==> src/rtl/peribus_irq_controller.sv <==
// peribus_irq_controller: latches, masks and prioritises peripheral irqs into one CPU request with vector, ack and EOI
module peribus_irq_controller #(
    parameter int NUM_SRC = 8
) (
    input  logic               clock,
    input  logic               reset_n,
    input  logic [1:0]         addr,
    input  logic [15:0]        write_data,
    input  logic               write_en,
    input  logic               read_en,
    input  logic               chipselect,
    output logic [15:0]        read_data,
    input  logic [NUM_SRC-1:0] irq_src,
    output logic               cpu_irq,
    output logic [3:0]         cpu_vector,
    input  logic               cpu_ack
);
    localparam logic [1:0] IDLE = 2'd0, REQ = 2'd1, SERVICE = 2'd2;
    localparam logic [15:0] SRC_MASK = 16'((32'd1 << NUM_SRC) - 32'd1);

    logic [15:0] pending_q, pending_d, enable_q, enable_d, mode_q, mode_d, prev_q;
    logic [15:0] read_data_q, read_data_d;
    logic [1:0]  state_q, state_d;
    logic        cpu_irq_q, cpu_irq_d;
    logic [3:0]  cpu_vector_q, cpu_vector_d, winner;
    logic [15:0] src, req, set_term, clr_term;
    logic        wr, rd, ack, eoi;

    // Sources are widened to 16 bits so unused upper bits are constant zero everywhere
    always_comb begin
        src = 16'(irq_src);
        wr = chipselect && write_en;
        rd = chipselect && read_en;
        req = pending_q & enable_q;
        winner = 4'd0;
        for (int i = 15; i >= 0; i--) if (req[i]) winner = 4'(i);
        ack = state_q == REQ && cpu_ack;
        eoi = state_q == SERVICE && wr && addr == 2'd3;
        set_term = (mode_q & src & ~prev_q) | (~mode_q & src);
        clr_term = (wr && addr == 2'd0 ? write_data : 16'h0) | (ack ? 16'h1 << cpu_vector_q : 16'h0);
        pending_d = (set_term | (pending_q & ~clr_term)) & SRC_MASK;
        enable_d = wr && addr == 2'd1 ? write_data & SRC_MASK : enable_q;
        mode_d = wr && addr == 2'd2 ? write_data & SRC_MASK : mode_q;
        read_data_d = !rd ? read_data_q :
                      addr == 2'd0 ? pending_q :
                      addr == 2'd1 ? enable_q :
                      addr == 2'd2 ? mode_q : {11'h0, state_q == SERVICE, cpu_vector_q};
        state_d = state_q;
        cpu_irq_d = cpu_irq_q;
        cpu_vector_d = cpu_vector_q;
        case (state_q)
            IDLE: if (|req) begin
                state_d = REQ;
                cpu_irq_d = 1'b1;
                cpu_vector_d = winner;
            end
            REQ: if (ack) begin
                state_d = SERVICE;
                cpu_irq_d = 1'b0;
            end else if (!(|req)) begin
                state_d = IDLE;
                cpu_irq_d = 1'b0;
            end else cpu_vector_d = winner;
            SERVICE: state_d = eoi ? IDLE : SERVICE;
            default: begin
                state_d = IDLE;
                cpu_irq_d = 1'b0;
            end
        endcase
    end

    always_ff @(posedge clock) begin
        if (!reset_n) begin
            pending_q <= 16'h0;
            enable_q <= 16'h0;
            mode_q <= 16'h0;
            prev_q <= src;
            read_data_q <= 16'h0;
            state_q <= IDLE;
            cpu_irq_q <= 1'b0;
            cpu_vector_q <= 4'd0;
        end else begin
            pending_q <= pending_d;
            enable_q <= enable_d;
            mode_q <= mode_d;
            prev_q <= src;
            read_data_q <= read_data_d;
            state_q <= state_d;
            cpu_irq_q <= cpu_irq_d;
            cpu_vector_q <= cpu_vector_d;
        end
    end

    assign read_data = read_data_q;
    assign cpu_irq = cpu_irq_q;
    assign cpu_vector = cpu_vector_q;
endmodule
==> config.mk <==
export PLATFORM = sky130hd
export DESIGN_NAME = peribus_irq_controller
export DESIGN_NICKNAME = d
export VERILOG_FILES = /design/src/rtl/peribus_irq_controller.sv
export SDC_FILE = /design/constraint.sdc
export NUM_CORES = 1
export LEC_CHECK = 0
export BUFFER_PORTS_ARGS = -buffer_cell sky130_fd_sc_hd__buf_2
export CORE_ASPECT_RATIO = 0.9
export CORE_MARGIN = 3
export CORE_UTILIZATION = 56
export CTS_CLUSTER_DIAMETER = 200
export DETAILED_ROUTE_END_ITERATION = 12
export PLACE_DENSITY_LB_ADDON = 0.08
export SLEW_MARGIN = 10
export SYNTH_ARGS = -nofsm -noshare
export SYNTH_HDL_FRONTEND = slang
export SYNTH_SLANG_ARGS = --single-unit
==> constraint.sdc <==
create_clock -name clock -period 3 [get_ports clock]
set_input_delay 0.15 -clock clock [delete_from_list [all_inputs] [get_ports clock]]
set_output_delay 0.15 -clock clock [all_outputs]
set_load 0.1 [all_outputs]
After elaboration in Yosys (flattened, before gate mapping)
Index checks and enable logic that the tools add are counted.

Flip-flop bits (word level): 55. Bits in latches: 0. Memory bits (writable): 0. Memory bits (read-only): 0. Bits of input ports: 32. Output and inout port bits: 21. Word-level logic and storage cells: 77. Memories kept: 0.

Add/subtract/negate cells: 0. $mul: 0. Divide/modulo/power cells: 0. $lt $le $gt $ge: 0. Equal/unequal tests: 8. Shift operators: 1. Muxes and demuxes: 33. Bitwise operators: 12. Reductions and logical operators: 15.

Operators by type and width (count): 2-to-1 mux 4 bit (18); AND 8 bit (5); 2-to-1 mux 8 bit (5); NOT 8 bit (3); OR 8 bit (3); OR reduction 16 bit (1); logical AND 1 bit (8); 2-to-1 mux 2 bit (4); one-hot mux 4 bit (2 select lines) (1); << shifter 1 x 4 -> 8 bit, first input constant (1); == test 2 bit, second input constant (3); one-hot mux 2 bit (3 select lines) (1); == test 2 x 1 -> 1 bit, second input constant (2); logical NOT 2 bit (2); inequality test 2 bit, second input constant (2); AND reduction 2 bit (2); 2-to-1 mux 1 bit (3); inequality test 3 bit, second input constant (1); one-hot mux 1 bit (3 select lines) (1); AND reduction 3 bit (1); nonzero test 2 bit (1); NOT 1 bit (1).

Depth between registers and ports, before layout
Gate-level depths: netlist of run 1.

Word-level depth: 19. Depth in mapped cells: 6. Depth with buffers taken out: 4.

Worst setup path before layout of run 1
OpenSTA, ideal clock, no wires.

Kind: register to register. From: register cpu_vector_q[0] (netlist: cpu_vector[0]). To: register pending_q[1]. Setup time: 0.118 ns. Data arrival time: 1.801 ns. Data required time: 2.882 ns. Path slack: 1.081 ns. Cell stages (with the launch flop): 5. Buffers on the path: 0. Clock period less this slack: 1.919 ns. Cell sequence: dfxtp_1 > nand2_1 > or4_1 > a32oi_1 > nor2b_1.

Word-level cells in the longest chain between the ends: 6.

RTL lines: from (decl) (line 25) `logic [3:0] cpu_vector_q, cpu_vector_d, winner;`; from (signal assigned) (line 90) `cpu_vector_q <= cpu_vector_d;`; << shifter 1 x 4 -> 8 bit (line 40) `clr_term = (wr && addr == 2'd0 ? write_data : 16'h0) | (ack ? 16'h1 << cpu_vector_q : 16'h0);`; 2-to-1 mux 8 bit (line 40); OR 8 bit (line 40); NOT 8 bit (line 41) `pending_d = (set_term | (pending_q & ~clr_term)) & SRC_MASK;`; AND 8 bit (line 41); OR 8 bit (line 41); to (signal assigned) (line 83) `pending_q <= pending_d;`; to (decl) (line 21) `logic [15:0] pending_q, pending_d, enable_q, enable_d, mode_q, mode_d, prev_q;`.

Every way passes these cells. A chain may end at the register's enable or synchronous reset.

Final worst setup path of run 1
From: register state_q[0]. To: register pending_q[0].

Word-level cells in the longest chain between the ends: 7.

RTL lines: from (decl) (line 23) `logic [1:0] state_q, state_d;`; from (signal assigned) (line 88) `state_q <= state_d;`; == test 2 x 1 -> 1 bit (line 37) `ack = state_q == REQ && cpu_ack;`; logical AND 1 bit (line 37); 2-to-1 mux 8 bit (line 40); OR 8 bit (line 40); NOT 8 bit (line 41); AND 8 bit (line 41); OR 8 bit (line 41).

Every way passes these cells.

==> results of run 1 <==
==> per-stage QoR <==
stage / util / power [uW]
2_1_floorplan: - / 850
3_3_place_gp: 0.649 / 887
3_5_place_dp: 0.649 / 888
4_1_cts: 0.698 / 1270
5_1_grt: 0.698 / 1320
6_report: 0.698 / 1270
==> area by class of cell <==
| cell class | instances | share of cell area |
|---|---|---|
| sequential | 46 | 0.377 |
| clock buffer | 7 | 0.0353 |
| timing repair buffer | 44 | 0.107 |
| clock inverter | 1 | 0.00205 |
| multi-input combinational | 176 | 0.454 |
| tap | 44 | 0.0225 |
| inverter | 1 | 0.00154 |
==> synth_stat cells, types with 3 or more instances <==
library cell,number
sky130_fd_sc_hd__buf_2,3
sky130_fd_sc_hd__mux2_2,4
sky130_fd_sc_hd__nor2b_1,6
sky130_fd_sc_hd__dfxtp_1,46
sky130_fd_sc_hd__a21boi_0,18
sky130_fd_sc_hd__buf_4,12
sky130_fd_sc_hd__a21boi_1,3
sky130_fd_sc_hd__a32oi_1,6
sky130_fd_sc_hd__a221o_1,4
sky130_fd_sc_hd__mux4_2,4
sky130_fd_sc_hd__nor4bb_1,3
sky130_fd_sc_hd__nand2_1,68
sky130_fd_sc_hd__clkbuf_1,5
sky130_fd_sc_hd__o211a_1,5
sky130_fd_sc_hd__a22o_1,4
sky130_fd_sc_hd__o21ai_0,4
sky130_fd_sc_hd__nand3_1,6
==> cells by family (layout without fill, tap and decap cells) <==
logic type	Yosys count	in the layout	share of synthesized area
AOI/OAI and AO/OA	55	55	0.207
buffers and inverters	21	53	0.0599
DFF	46	46	0.432
muxes	8	8	0.0635
other	1	9	0.00176
and+or+nand+nor	104	104	0.236
==> routing by layer <==
metal | GRT usage | vias up | part of all wire
met4 | 0.0704 | 0 | 0.010
met3 | 0.0791 | 5 | 0.086
met5 | 0 | - | 0
met1 | 0.323 | 824 | 0.47
li1 | - | 904 | -
met2 | 0.309 | 65 | 0.43
==> final timing paths <==
kind                              from                         to  cells after the start
max            state_q[0]$_SDFFE_PN0P_    pending_q[0]$_SDFF_PN0_                      4
min                      write_data[2]     mode_q[2]$_SDFFE_PN0P_                      3
max reg2reg    state_q[0]$_SDFFE_PN0P_    pending_q[0]$_SDFF_PN0_                      4
min reg2reg  read_data[4]$_SDFFE_PN0P_  read_data[4]$_SDFFE_PN0P_                      2
==> report_power, final <==
group / switching, uW / internal, uW
registers: 23.3 / 637
clock network: 202 / 186
logic: 161 / 62.7
total: 386 / 885
==> state kept, by name (all words and copies together) (netlist names) <==
signal / cells
read_data: 8
mode_q: 8
enable_q: 8
cpu_vector: 3
cpu_irq: 1
state_q: 2
prev_q: 8
pending_q: 8
==> tightest hold or removal path, stage by stage <==
cell,delay [ps]
sky130_fd_sc_hd__buf_2,120
sky130_fd_sc_hd__nand2_1,50
sky130_fd_sc_hd__a21boi_1,50
==> timing repair <==
item,CTS,global route
hold buffers,8,0
hold endpoints to repair,8,0
gates resized for setup,0,0
setup buffers,0,0
==> reports/summary.json, run 1 <==
{
  "synth": {
    "yosysSeqAreaShare": 0.432,
    "synth-seq-cells": 46,
    "post_synth.cell_area_avg_sq_um": 9.06,
    "synth_enable_flop_cells": 0,
    "synth_top_area_share": 0.432,
    "distinct_cell_type_count_of_the_synthesized_netlist": 42,
    "yosys_warnings": 0,
    "synth_area_leaders": "sky130_fd_sc_hd__dfxtp_1, sky130_fd_sc_hd__nand2_1, sky130_fd_sc_hd__a21boi_0",
    "ys.flop_type": "sky130_fd_sc_hd__dfxtp_1",
    "synth_area_sq_um": 2130,
    "synth_top_cell_by_area": "sky130_fd_sc_hd__dfxtp_1",
    "synthesis.instances": 235,
    "synth_async_sr_flop_share": 0
  },
  "place": {
    "globalplace.congestion": 0.887,
    "place.port_buffers": 35,
    "place_inst": 303,
    "placement.cell_area_sq_um": 2270,
    "pre_cts_slack_ps": 1350,
    "dp_hpwl_mm": 3.42
  },
  "worst_setup_path": {
    "critical-path-top-delay-family": "simple AND/OR/NAND/NOR gates",
    "worstPathRequired_ps": 3200,
    "cp_data_arrival_time_ps": 1730,
    "worst_path_max_delay_cell": "sky130_fd_sc_hd__dfxtp_1",
    "path_max_fanout": 10,
    "cpPeakStageDelay_ps": 470,
    "timing.critical_path.from_type": "flop",
    "cell_by_cell_listing_of_the_critical_path": "and2b_2 > or4b_1 > a32oi_1 > nor2b_1",
    "rrSetupSlack_ps": 1470,
    "critPathCaptureType": "flop",
    "critPathKind": "reg -> reg",
    "worst-path-buf-inv": 0
  },
  "clocking": {
    "cts.clk_slew.worst_paths_ps": 80,
    "ctsLongestPathBuffers": 2,
    "cts_buffers": 5,
    "clock_tree.root_cell": "sky130_fd_sc_hd__clkbuf_8",
    "tritoncts_num_sinks": 46,
    "worstSkewPairLatency_ps": 300,
    "htree_levels": 2,
    "tritoncts": "yes"
  },
  "detailed_routing": {
    "dr_total_vias": 1798,
    "total_wirelength_mm": 4.86,
    "drt_iter0_markers": 155,
    "routedWlPerCell_um": 15.2,
    "vias_per_cell": 5.64,
    "drtAntennaViolNets": 0,
    "detail_route.drc_violations": 0,
    "number_of_detailed_routing_iterations_run_before_antenna_repair": 4
  },
  "power": {
    "power_density_nw_per_um2": 520,
    "power.ir.vdd_worst_mv": 0.441,
    "total_leakage_power_uw": 0.00101
  },
  "final_layout": {
    "layout-area-overhead-vs-synth_pct": 14.8,
    "layout.cells.most_common": "sky130_fd_sc_hd__nand2_1",
    "post-route-cell-area_sq_um": 2440,
    "final_cells": 319,
    "layout_common_cells": "sky130_fd_sc_hd__nand2_1, sky130_fd_sc_hd__dfxtp_1, sky130_fd_sc_hd__buf_2",
    "drive_gt1_frac": 0.196,
    "nNetsFinal": 306,
    "layout.filler_cells": 274,
    "multi_input_area_sq_um": 1110,
    "seq_area_sq_um": 921,
    "antenna_cells_inserted": 0
  },
  "die": {
    "row_count": 20,
    "start_util": 0.608,
    "die_w_um": 71,
    "floorplan.die_area_sq_um": 4580,
    "ioPinCount": 53,
    "die_h_um": 64.5,
    "core_area_sq_um": 3500
  },
  "sta": {
    "timing.final.max_slew_violations": 0,
    "finalCritPeriodShare": 0.511,
    "achievable-frequency_mhz": 653,
    "fin_worst_hold_slack_ps": 107,
    "timing.clock.skew_ps": 5.75,
    "unrepaired_setup_endpoints_after_global_routing": "no",
    "worst_margin_slew_ps": 686,
    "finalHoldViolCount": 0,
    "finalSetupTns_ps": 0,
    "setup_slack_ps": 1470,
    "slew_headroom": 0.541,
    "setup-violations-final": 0,
    "period_needed_ps": 1530
  },
  "grt": {
    "maximum_number_of_pins_on_one_net_before_global_route_repair": 43,
    "globalRoute.totalOverflow": 0,
    "grt_util_all_layers": 0.224,
    "grt_antenna_before_repair": 0,
    "first_global_vias": 1626,
    "first_pass_grt_wire_length_mm": 7.90
  },
  "min_path": {
    "hold_path_class": "in -> reg"
  },
  "run_status": {
    "run_status": "finished clean"
  },
  "job": {
    "maximum_capacitance_violations": 0
  }
}
Power figures use the tool's default switching activity.
==> run 2: changes to the inputs <==
--- a/config.mk
+++ b/config.mk
@@ -8,7 +8,7 @@
 export BUFFER_PORTS_ARGS = -buffer_cell sky130_fd_sc_hd__buf_2
 export CORE_ASPECT_RATIO = 0.9
 export CORE_MARGIN = 3
-export CORE_UTILIZATION = 56
+export CORE_UTILIZATION = 52
 export CTS_CLUSTER_DIAMETER = 200
 export DETAILED_ROUTE_END_ITERATION = 12
 export PLACE_DENSITY_LB_ADDON = 0.08
==> constraint.sdc (replaced) <==
create_clock -name clock -period 1.6 [get_ports clock]
set_input_delay 0.08 -clock clock [delete_from_list [all_inputs] [get_ports clock]]
set_output_delay 0.08 -clock clock [all_outputs]
set_load 0.1 [all_outputs]
==> reports/summary.json, run 2 (same netlist as run 1, synthesis figures left out) <==
{
  "die": {
    "start_util": {"value": 0.555, "change": "-0.0527"},
    "die_w": {"value": 73.5, "unit": "um", "change": "+3.5%"},
    "ioPinCount": {"value": 53, "change": "unchanged"},
    "floorplan.die_area": {"value": 4900, "unit": "sq um", "change": "+7.0%"},
    "die_h": {"value": 66.7, "unit": "um", "change": "+3.4%"},
    "core_area": {"value": 3840, "unit": "sq um", "change": "+9.5%"},
    "row_count": {"value": 21, "change": "+5.0%"}
  },
  "final_layout": {
    "multi_input_area": {"value": 1120, "unit": "sq um", "change": "+0.56%"},
    "post-route-cell-area": {"value": 2540, "unit": "sq um", "change": "+4.0%"},
    "layout_common_cells": "sky130_fd_sc_hd__nand2_1, sky130_fd_sc_hd__dfxtp_1, sky130_fd_sc_hd__buf_2",
    "drive_gt1_frac": {"value": 0.239, "change": "+0.0431"},
    "antenna_cells_inserted": {"value": 0, "change": "unchanged"},
    "seq_area": {"value": 925, "unit": "sq um", "change": "+0.41%"},
    "final_cells": {"value": 330, "change": "+3.4%"},
    "layout-area-overhead-vs-synth_pct": 19.4,
    "post-route-util": {"value": 0.663, "change": "-0.0351"},
    "nNetsFinal": {"value": 315, "change": "+2.9%"},
    "layout.filler_cells": {"value": 350, "change": "+28%"},
    "layout.cells.most_common": "sky130_fd_sc_hd__nand2_1"
  },
  "clocking": {
    "worstSkewPairLatency": {"value": 300, "unit": "ps", "change": "about the same"},
    "tritoncts": "yes",
    "tritoncts_num_sinks": {"value": 46, "change": "unchanged"},
    "ctsLongestPathBuffers": {"value": 2, "change": "unchanged"},
    "cts_buffers": {"value": 5, "change": "unchanged"},
    "clock_tree.root_cell": "sky130_fd_sc_hd__clkbuf_8",
    "cts.clk_slew.worst_paths": {"value": 90, "unit": "ps", "change": "about the same"},
    "htree_levels": {"value": 2, "change": "unchanged"},
    "cts_post_setup_buffers_inserted": {"value": 0, "change": "unchanged"}
  },
  "place": {
    "placement.cell_area": {"value": 2350, "unit": "sq um", "change": "+3.2%"},
    "dp_hpwl": {"value": 3.72, "unit": "mm", "change": "+8.8%"},
    "place_inst": {"value": 314, "change": "+3.6%"},
    "place.port_buffers": {"value": 35, "change": "unchanged"},
    "globalplace.congestion": {"value": 0.844, "change": "-4.9%"}
  },
  "power": {
    "power.share.combinational": {"value": 0.172, "change": "-0.004"},
    "cell_internal_pwr": {"value": 1780, "unit": "uW", "change": "+100%"},
    "p_seq_frac": {"value": 0.491, "change": "-0.028"},
    "power.share.switching": {"value": 0.294, "change": "-0.0100"},
    "power.share.clock": {"value": 0.337, "change": "+0.032"},
    "power_density": {"value": 992, "unit": "nW/um^2", "change": "+91%"},
    "power.net_switching": {"value": 740, "unit": "uW", "change": "+92%"},
    "power.ir.vdd_worst": {"value": 0.666, "unit": "mV", "change": "+51%"},
    "total_leakage_power": {"value": 0.00107, "unit": "uW", "change": "+5.7%"}
  },
  "sta": {
    "timing.final.max_slew_violations": {"value": 0, "change": "unchanged"},
    "unrepaired_setup_endpoints_after_global_routing": "no",
    "period_needed": {"value": 1470, "unit": "ps", "change": "-62.7 ps"},
    "finalCritPeriodShare": {"value": 0.918, "change": "+0.408"},
    "finalHoldViolCount": {"value": 0, "change": "unchanged"},
    "setup-violations-final": {"value": 0, "change": "unchanged"},
    "finalSetupTns": {"value": 0, "unit": "ps", "change": "unchanged"},
    "timing.clock.skew": {"value": 4.35, "unit": "ps", "change": "-1.40 ps"},
    "fin_worst_hold_slack": {"value": 41.3, "unit": "ps", "change": "-66.2 ps"},
    "achievable-frequency": {"value": 681, "unit": "MHz", "change": "+4.3%"}
  },
  "worst_setup_path": {
    "worstPathRequired": {"value": 1780, "unit": "ps", "change": "-1420 ps"},
    "critical-path-top-delay-family": "simple AND/OR/NAND/NOR gates",
    "critPathCaptureType": "flop",
    "critPathKind": "reg -> reg",
    "worst_path_max_delay_cell": "sky130_fd_sc_hd__or4_4",
    "cpPeakStageDelay": {"value": 540, "unit": "ps", "change": "+70 ps"},
    "cp_data_arrival_time": {"value": 1650, "unit": "ps", "change": "-80 ps"},
    "path_max_fanout": {"value": 4, "change": "-6"},
    "worst-path-buf-inv": {"value": 0, "change": "unchanged"},
    "timing.critical_path.from_type": "flop",
    "cell_by_cell_listing_of_the_critical_path": "a22o_1 > or4_4 > nand4_1 > o21ai_1"
  },
  "min_path": {
    "hold_path_class": "in -> reg"
  },
  "detailed_routing": {
    "vias_per_cell": {"value": 5.66, "change": "+0.48%"},
    "routedWlPerCell": {"value": 15.9, "unit": "um", "change": "+4.4%"},
    "m1WireLength": {"value": 2.54, "unit": "mm", "change": "+11%"},
    "total_wirelength": {"value": 5.25, "unit": "mm", "change": "+8.0%"},
    "drtAntennaViolNets": {"value": 0, "change": "unchanged"},
    "number_of_detailed_routing_iterations_run_before_antenna_repair": {"value": 4, "change": "unchanged"},
    "drt_iter0_markers": {"value": 142, "change": "-8.4%"},
    "dr_total_vias": {"value": 1869, "change": "+3.9%"},
    "maxUsedRoutingLayer": "met4",
    "detail_route.drc_violations": {"value": 0, "change": "unchanged"},
    "dr_wl_met2": {"value": 2.21, "unit": "mm", "change": "+4.7%"},
    "met3RoutedLength": {"value": 417, "unit": "um", "change": "+0.24%"}
  },
  "grt": {
    "globalRoute.totalOverflow": {"value": 0, "change": "unchanged"},
    "grt_antenna_before_repair": {"value": 0, "change": "unchanged"},
    "first_pass_grt_wire_length": {"value": 8.22, "unit": "mm", "change": "+4.1%"},
    "first_global_vias": {"value": 1651, "change": "+1.5%"},
    "grt_util_all_layers": {"value": 0.225, "change": "+0.00104"},
    "maximum_number_of_pins_on_one_net_before_global_route_repair": {"value": 26, "change": "-40%"}
  },
  "run_status": {
    "run_status": "finished clean"
  },
  "job": {
    "maximum_capacitance_violations": {"value": 0, "change": "unchanged"}
  }
}
==> run 2: changes by cell type in the layout (fill, tap and decap cells not counted), sizes merged <==
cell / change
buf: +9
clkinv: +1
clkbuf: -2
bufinv: +1
==> run 2: final cells by class <==
cell class	instances	share of cell area
clock buffer	5	0.0271
clock inverter	3	0.0157
inverter	1	0.00148
multi-input combinational	176	0.439
sequential	46	0.364
tap	46	0.0226
timing repair buffer	53	0.130
==> run 2: worst paths after layout <==
kind         cells past startpoint                       from  slack (ps)                    endpoint
min reg2reg                      2  read_data[1]$_SDFFE_PN0P_         460   read_data[1]$_SDFFE_PN0P_
max reg2reg                      4    pending_q[0]$_SDFF_PN0_         130  cpu_vector[0]$_SDFFE_PN0P_
min                              3              write_data[4]          40    enable_q[4]$_SDFFE_PN0P_
max                              4    pending_q[0]$_SDFF_PN0_         130  cpu_vector[0]$_SDFFE_PN0P_
==> run 2: timing repair <==
| action | 4_1_cts | 5_1_grt |
|---|---|---|
| gates resized for setup | 0 | 1 |
| hold buffers | 8 | 0 |
| endpoints found under the setup margin | 0 | 1 |
| endpoints found under the hold margin | 8 | 0 |
==> run 2: routing by layer <==
| layer | GRT usage | up-vias |
|---|---|---|
| met1 | 0.319 | 864 |
| met4 | 0.0905 | 0 |
| li1 | - | 916 |
| met3 | 0.0468 | 6 |
| met5 | 0 | - |
| met2 | 0.329 | 83 |
==> run 2: worst reg2reg max path, delay by kind of cell, from the launching register on <==
kind / cells / cell delay (ps)
simple gates: 2 / 650
compound gates: 2 / 350
flops: 1 / 350
==> run 2: power by group through the flow <==
stage | logic (uW) | clock network, uW | registers [uW]
floorplan | 245 | 0 | 1350
global placement | 413 | 0 | 1260
detailed placement | 415 | 0 | 1260
CTS | 432 | 858 | 1240
global route | 460 | 906 | 1240
finish | 434 | 851 | 1240
==> run 2: metrics by stage <==
| step | power [uW] | setup WS [ps] |
|---|---|---|
| floorplan | 1590 | 24.8 |
| global placement | 1670 | 165 |
| detailed placement | 1680 | 169 |
| CTS | 2530 | 127 |
| global route | 2610 | 77.7 |
| finish | 2520 | 131 |
